$ cat src/rtl/md_sequencer.sv
// md_sequencer
// Iterative RV32M multiply/divide unit that sits beside the single-cycle ALU.
// Decode pulses start for M-extension ops. The block stalls the core until the
// result is ready. It retires one bit per cycle with a single shared adder:
// radix-2 shift-add for the multiplies and restoring division for DIV/REM.
//
// Ports
//   clk     rising-edge clock
//   rst     asynchronous reset, active-high
//   start   launch an op; only looked at while idle
//   flush   abort whatever is in flight (branch/jal redirect); beats start
//   funct3  000 MUL, 001 MULH, 010 MULHSU, 011 MULHU,
//           100 DIV, 101 DIVU, 110 REM, 111 REMU
//   op_a    rs1 value (multiplicand / dividend)
//   op_b    rs2 value (multiplier / divisor)
//   busy    op in progress (CALC or FIX)
//   stall   core stall = busy | (start & idle), combinational
//   done    one-cycle pulse, result valid in this cycle
//   result  last completed result, held until the next op completes
module md_sequencer #(
   parameter int XLEN  = 32,
   parameter int CNT_W = 6
) (
   input  logic            clk,
   input  logic            rst,
   input  logic            start,
   input  logic            flush,
   input  logic [2:0]      funct3,
   input  logic [XLEN-1:0] op_a,
   input  logic [XLEN-1:0] op_b,
   output logic            busy,
   output logic            stall,
   output logic            done,
   output logic [XLEN-1:0] result
);

   typedef enum logic [1:0] {
      IDLE = 2'd0,
      CALC = 2'd1,
      FIX  = 2'd2,
      DONE = 2'd3
   } state_t;

   localparam logic [XLEN-1:0]  MIN_NEG  = {1'b1, {(XLEN-1){1'b0}}};
   localparam logic [CNT_W-1:0] LAST_CNT = CNT_W'(XLEN-1);

   state_t state, next_state;

   logic [2:0]      op_q;
   logic            sign_a_q, sign_b_q, div_zero_q;
   logic [XLEN-1:0] mag_a_q, mag_b_q;
   logic [XLEN-1:0] hi_q, lo_q;
   logic [CNT_W-1:0] count_q;
   logic [XLEN-1:0] result_q;

   logic            a_signed, b_signed;
   logic            neg_a, neg_b;
   logic [XLEN-1:0] abs_a, abs_b;
   logic            is_div, div_zero, div_ovf, fast_path, accept;

   logic [XLEN:0]   add_x, add_y;
   logic            add_cin;
   logic [XLEN+1:0] sum;

   logic [2*XLEN-1:0] prod, prod_fix;
   logic [XLEN-1:0]   quot_fix, rem_fix, result_fix;

   // Work out which operands are treated as signed for the incoming op.
   // MUL shares the signed path with MULH because the low half of the
   // product is the same either way.
   always_comb begin
      a_signed = 1'b0;
      b_signed = 1'b0;
      case (funct3)
         3'b000, 3'b001, 3'b100, 3'b110: begin
            a_signed = 1'b1;
            b_signed = 1'b1;
         end
         3'b010: a_signed = 1'b1;
         default: begin
            a_signed = 1'b0;
            b_signed = 1'b0;
         end
      endcase
   end

   // Operand magnitudes and the two division corner cases that skip the
   // iterative loop entirely (divide by zero, and most-negative / -1).
   assign neg_a     = a_signed & op_a[XLEN-1];
   assign neg_b     = b_signed & op_b[XLEN-1];
   assign abs_a     = neg_a ? ({XLEN{1'b0}} - op_a) : op_a;
   assign abs_b     = neg_b ? ({XLEN{1'b0}} - op_b) : op_b;
   assign is_div    = funct3[2];
   assign div_zero  = is_div & (op_b == {XLEN{1'b0}});
   assign div_ovf   = is_div & ~funct3[0] & (op_a == MIN_NEG) & (op_b == {XLEN{1'b1}});
   assign fast_path = div_zero | div_ovf;
   assign accept    = (state == IDLE) & start & ~flush;

   // The one shared adder. For multiplies it adds the multiplicand into the
   // upper half when the current multiplier bit is set. For divides it does a
   // trial subtract of the divisor from the partial remainder shifted left by
   // one; the carry out of the top bit means the subtract did not go negative.
   always_comb begin
      if (op_q[2]) begin
         add_x   = {hi_q, lo_q[XLEN-1]};
         add_y   = ~{1'b0, mag_b_q};
         add_cin = 1'b1;
      end else begin
         add_x   = {1'b0, hi_q};
         add_y   = {1'b0, (lo_q[0] ? mag_a_q : {XLEN{1'b0}})};
         add_cin = 1'b0;
      end
      sum = {1'b0, add_x} + {1'b0, add_y} + {{(XLEN+1){1'b0}}, add_cin};
   end

   // Sign correction and result selection, used in the FIX cycle. The
   // quotient of a divide by zero is all ones whatever the dividend sign, so
   // it is never negated. The remainder always follows the dividend's sign.
   always_comb begin
      prod       = {hi_q, lo_q};
      prod_fix   = (sign_a_q ^ sign_b_q) ? ({(2*XLEN){1'b0}} - prod) : prod;
      quot_fix   = ((sign_a_q ^ sign_b_q) & ~div_zero_q) ? ({XLEN{1'b0}} - lo_q) : lo_q;
      rem_fix    = sign_a_q ? ({XLEN{1'b0}} - hi_q) : hi_q;
      result_fix = {XLEN{1'b0}};
      case (op_q)
         3'b000:                 result_fix = prod_fix[XLEN-1:0];
         3'b001, 3'b010, 3'b011: result_fix = prod_fix[2*XLEN-1:XLEN];
         3'b100, 3'b101:         result_fix = quot_fix;
         default:                result_fix = rem_fix;
      endcase
   end

   // State register.
   always_ff @(posedge clk or posedge rst) begin
      if (rst) begin
         state <= IDLE;
      end else begin
         state <= next_state;
      end
   end

   // Next-state logic. A flush sends the block back to idle from anywhere.
   // Starts that arrive outside IDLE (including during DONE) are simply
   // ignored; the core re-issues once it sees the block idle.
   always_comb begin
      next_state = state;
      case (state)
         IDLE: if (start) next_state = fast_path ? FIX : CALC;
         CALC: if (count_q == LAST_CNT) next_state = FIX;
         FIX:  next_state = DONE;
         DONE: next_state = IDLE;
         default: next_state = IDLE;
      endcase
      if (flush) next_state = IDLE;
   end

   // Datapath registers. On an accepted start the operands are captured so
   // the core is free to change op_a/op_b/funct3 afterwards. hi/lo hold the
   // product for multiplies and remainder/quotient for divides. The divide
   // fast paths preload hi/lo so that the ordinary FIX correction produces
   // the architecturally required answer.
   always_ff @(posedge clk or posedge rst) begin
      if (rst) begin
         op_q       <= 3'b000;
         sign_a_q   <= 1'b0;
         sign_b_q   <= 1'b0;
         div_zero_q <= 1'b0;
         mag_a_q    <= {XLEN{1'b0}};
         mag_b_q    <= {XLEN{1'b0}};
         hi_q       <= {XLEN{1'b0}};
         lo_q       <= {XLEN{1'b0}};
         count_q    <= {CNT_W{1'b0}};
         result_q   <= {XLEN{1'b0}};
      end else begin
         if (accept) begin
            op_q       <= funct3;
            sign_a_q   <= neg_a;
            sign_b_q   <= neg_b;
            div_zero_q <= div_zero;
            mag_a_q    <= abs_a;
            mag_b_q    <= abs_b;
            count_q    <= {CNT_W{1'b0}};
            if (div_zero) begin
               hi_q <= abs_a;
               lo_q <= {XLEN{1'b1}};
            end else begin
               hi_q <= {XLEN{1'b0}};
               lo_q <= is_div ? abs_a : abs_b;
            end
         end else if (state == CALC) begin
            count_q <= count_q + CNT_W'(1);
            if (op_q[2]) begin
               if (sum[XLEN+1]) begin
                  hi_q <= sum[XLEN-1:0];
                  lo_q <= {lo_q[XLEN-2:0], 1'b1};
               end else begin
                  hi_q <= {hi_q[XLEN-2:0], lo_q[XLEN-1]};
                  lo_q <= {lo_q[XLEN-2:0], 1'b0};
               end
            end else begin
               hi_q <= sum[XLEN:1];
               lo_q <= {sum[0], lo_q[XLEN-1:1]};
            end
         end
         if ((state == FIX) && !flush) begin
            result_q <= result_fix;
         end
      end
   end

   // Status outputs come straight from the state so they drop to zero the
   // moment reset is asserted.
   assign busy   = (state == CALC) | (state == FIX);
   assign done   = (state == DONE);
   assign stall  = busy | (start & (state == IDLE));
   assign result = result_q;

endmodule

$ cat config.mk
export PLATFORM = sky130hd
export DESIGN_NAME = md_sequencer
export DESIGN_NICKNAME = d
export VERILOG_FILES = /design/src/rtl/md_sequencer.sv
export SDC_FILE = /design/constraint.sdc
export NUM_CORES = 1
export LEC_CHECK = 0
export CAP_MARGIN = 0
export CORE_ASPECT_RATIO = 2
export CORE_UTILIZATION = 41
export CTS_BUF_LIST = sky130_fd_sc_hd__clkbuf_16
export DETAILED_ROUTE_END_ITERATION = 10
export SYNTH_ARGS = -nofsm -noshare
export SYNTH_HDL_FRONTEND = slang
export SYNTH_SLANG_ARGS = --single-unit
export TNS_END_PERCENT = 100
$ cat constraint.sdc
create_clock -name clk -period 12.15 [get_ports clk]
set_input_delay 2.43 -clock clk [delete_from_list [all_inputs] [get_ports clk]]
set_output_delay 2.43 -clock clk [all_outputs]
set_load 0.01 [all_outputs]
==> reports/qor.log <==
qor: status.run_status completed
qor: yosys.syn_area_per_cell 7.60 sq um
qor: yosys.yosys.area.top_type dfrtp_1
qor: grt.maximum_number_of_pins_on_one_net_before_global_route_repair 109
qor: cts.ctsHtreeMaxLevel 4
qor: timing.fmaxAchievable 164 MHz
qor: cts.clkSlewWorstSetupHoldPaths 0.07 ns
qor: timing.final-setup-viol-count 0
qor: pwr.cellLeakagePower 0.00663 uW
qor: yosys.yosys_warnings 0
qor: die.std_cell_rows 100
qor: grt.first_global_vias 15.5k
qor: worst_setup_path.critical_path_required 9.72 ns
qor: worst_setup_path.setup_slack_on_the_worst_flop_to_flop_path 6.33 ns
qor: die.die-width 139 um
qor: final_layout.synthToLayoutAreaGrowth 11.5%
qor: drt.drt-total-wl 60900 um
qor: placed_design.number_of_port_buffers 105
qor: yosys.synth.distinct_cells 85
qor: grt.number_of_antenna_violations_at_the_first_check_in_global_routing 4
qor: worst_setup_path.r2r_cells 15
qor: yosys.postSynthRegisterBits 174
qor: worst_setup_path.worst_setup_path_end_kind output pin
qor: pwr.power.switching_fraction 53.9%
qor: pwr.part_of_the_power_in_registers 22.3%
qor: flow_run.max_cap_viol 0
qor: placed_design.placed_cells_incl_taps 2448
qor: cts.cts.repair.resized 0
qor: yosys.netlist_area 15500 sq um
qor: timing.rsz0062_at_grt no
qor: die.die_area 38600 sq um
qor: worst_setup_path.worst_setup_path_endpoint stall
qor: worst_setup_path.critPathLaunch start
qor: pwr.combinationalPowerShare 67.8%
qor: drt.drc_violations 0
qor: worst_setup_path.worstPathArrival 3.67 ns
qor: cts.total_clock_buffers_created_by_cts 17
qor: worst_setup_path.timing.critical_path.from_type input pin
qor: timing.remaining_max_slew_budget_at_the_tightest_pin 22.1%
qor: worst_setup_path.largest_fanout_of_any_net_on_the_critical_path 3
qor: pwr.power.internal 2760 uW
qor: worst_hold_path.min_path_type reg2reg
qor: drt.post_drt_wl_per_cell 24.5 um
qor: die.initial_core_utilization 41.7%
qor: pwr.cellPowerDensity 348 nW/um^2
qor: pwr.power.switching 3230 uW
qor: placed_design.finalWeightedCongestion 0.971
qor: timing.layout_min_cycle_time 6.10 ns
qor: yosys.synth.top_cell.area_share 28.1%
qor: worst_setup_path.crit-reg2reg-capture hi_q[29]$_DFFE_PP0P_
qor: die.top_level_ports 106
qor: cts.clkSinkCount 174
qor: pwr.power.share.clock 9.9%
qor: final_layout.layout.cells.non_filler 2484
qor: final_layout.layout_net_count 2123
qor: grt.grt_pass1_wl 93200 um
qor: timing.finalSetupTns 0 ns
qor: yosys.top_post_synthesis_cells_by_area dfrtp_1 (28%), o21ai_0 (9.2%), nand2_1 (5.9%)
qor: grt.grt_usage 32.0%
qor: worst_setup_path.worstReg2RegStart op_q[2]$_DFFE_PP0P_
qor: yosys.synth-edff-count 0
qor: cts.cts-root-buf clkbuf_16
qor: timing.tightestPinTransition 1.16 ns
qor: placed_design.place_hpwl 47500 um
qor: cts.tritoncts_clock_tree built
qor: drt.detail_route.iter0.violations 1271
qor: drt.vias 15.6k
qor: yosys.synth_most_common_cell o21ai_0
qor: yosys.share_of_the_yosys_chip_area_belonging_to_registers 28.1%
qor: yosys.synth_common_cells o21ai_0 (285), nand2_1 (242), dfrtp_1 (174), a21oi_1 (156), nor2_1 (155)
qor: cts.clock_latency 0.47 ns
qor: yosys.mappedNetlistNets 2151
qor: final_layout.layout-drive-gt1-share 6.93%
qor: yosys.postSynth.asyncResetShare 100%
qor: worst_setup_path.critical_path_class in2out
qor: timing.timing.final.hold_violations 0
qor: cts.post_cts_buffers 0
qor: grt.grt_remaining_overflow 0
qor: drt.drt-vias-per-instance 6.29
qor: pwr.vdd_drop_max 0.158 mV
qor: cts.ctsLongestPathBuffers 2
qor: timing.maxSlewViolCount 0
qor: die.design.core.area 37200 sq um
qor: yosys.syn-instance-count 2036
qor: yosys.synthFlopType dfrtp_1
qor: timing.fin_hold_ws 0.478 ns
qor: timing.final_cycle_utilization_of_the_critical_path 50.2%
qor: drt.drtPass1Iterations 5
qor: timing.final.setup_skew 0.0138 ns
qor: cts.hold_fix_buffers_cts 0
qor: final_layout.nFillCells 3759
qor: drt.antenna_left 0
qor: die.floorplan.die.height 277 um
-- worst max-delay path: stages --
cell	delay, ns
clkdlybuf4s50_1	0.48
nand2_1	0.12
nand2b_1	0.11
clkdlybuf4s50_1	0.53
-- layout by cell type (no fill, tap or decap), types with 22 or more instances in the layout --
| cell | count |
|---|---|
| nand3_1 | 57 |
| a221oi_1 | 24 |
| inv_1 | 36 |
| nand2_1 | 242 |
| nor4_1 | 22 |
| o21ai_0 | 285 |
| mux2_2 | 38 |
| xor2_1 | 79 |
| xnor2_1 | 96 |
| clkdlybuf4s50_1 | 104 |
| a21oi_1 | 156 |
| o31ai_1 | 36 |
| ha_1 | 41 |
| dfrtp_1 | 172 |
| buf_4 | 28 |
| nor3_1 | 35 |
| nor2_1 | 153 |
| a31oi_1 | 24 |
| mux2i_1 | 51 |
-- power groups by stage --
| stage | logic [uW] | clock network (uW) | registers, uW |
|---|---|---|---|
| final | 4060 | 593 | 1340 |
| after floorplan | 3100 | 0 | 1010 |
| after detailed placement | 3990 | 0 | 1340 |
| after global placement | 3960 | 0 | 1330 |
| after global routing | 4440 | 622 | 1380 |
| after CTS | 4000 | 598 | 1330 |
-- registers in the layout, summed over array words and instances (netlist names) --
name and cells:
div_zero_q 1, sign_b_q 1, result 32, mag_a_q 32, count_q 6, lo_q 32
sign_a_q 1, state 2, op_q 3, hi_q 32, mag_b_q 32
-- kinds of logic after synthesis --
kind of cell	count (synthesis)	share of synthesized area (%)
muxes	89	6.06
xor gates and xnor gates	177	10.0
buffers and inverters	218	5.54
AOI/OAI and AO/OA	698	27.2
and+or+nand+nor	636	19.4
adders and majority gates	44	3.65
DFF	174	28.1
-- metal layers --
layer / routed length, um / track usage [%] / vias to the layer above
met5: 0 / 0 / -
met4: 4370 / 22.7 / 0
met3: 2360 / 2.82 / 196
met1: 22000 / 33.7 / 7505
met2: 32200 / 59.2 / 624
li1: - / - / 7303
-- metrics by stage --
step | instance area, sq um | power, uW | util, % | setup WS [ns]
after global placement | 16600 | 5290 | 44.8 | 6.07
after global routing | 17300 | 6440 | 46.4 | 6.01
after CTS | 17200 | 5930 | 46.4 | 6.06
after floorplan | 15500 | 4110 | - | 5.00
final | 17300 | 6000 | 46.4 | 6.05
after detailed placement | 16600 | 5330 | 44.8 | 6.05
-- layout make-up --
class / count / area, sq um / area share [%]
tap: 459 / 574 / 3.33
sequential: 174 / 4360 / 25.3
multi-input combinational: 1644 / 10300 / 59.7
timing repair buffer: 133 / 1260 / 7.28
antenna: 4 / 10.0 / 0.0580
clock buffer: 17 / 425 / 2.47
inverter: 38 / 148 / 0.856
clock inverter: 15 / 184 / 1.07
-- how the worst min path moves through the flow --
stage,end,slack [ns],from,depth (start not counted)
floorplan,mag_b_q[31]$_DFFE_PP0P_,0.44,mag_b_q[31]$_DFFE_PP0P_,2
global placement,mag_b_q[18]$_DFFE_PP0P_,0.46,mag_b_q[18]$_DFFE_PP0P_,2
detailed placement,mag_b_q[26]$_DFFE_PP0P_,0.47,mag_b_q[26]$_DFFE_PP0P_,2
CTS,mag_b_q[26]$_DFFE_PP0P_,0.48,mag_b_q[26]$_DFFE_PP0P_,2
global route,mag_b_q[2]$_DFFE_PP0P_,0.50,mag_b_q[2]$_DFFE_PP0P_,2
finish,mag_b_q[18]$_DFFE_PP0P_,0.48,mag_b_q[18]$_DFFE_PP0P_,2
(Power assumes the default switching activity.)
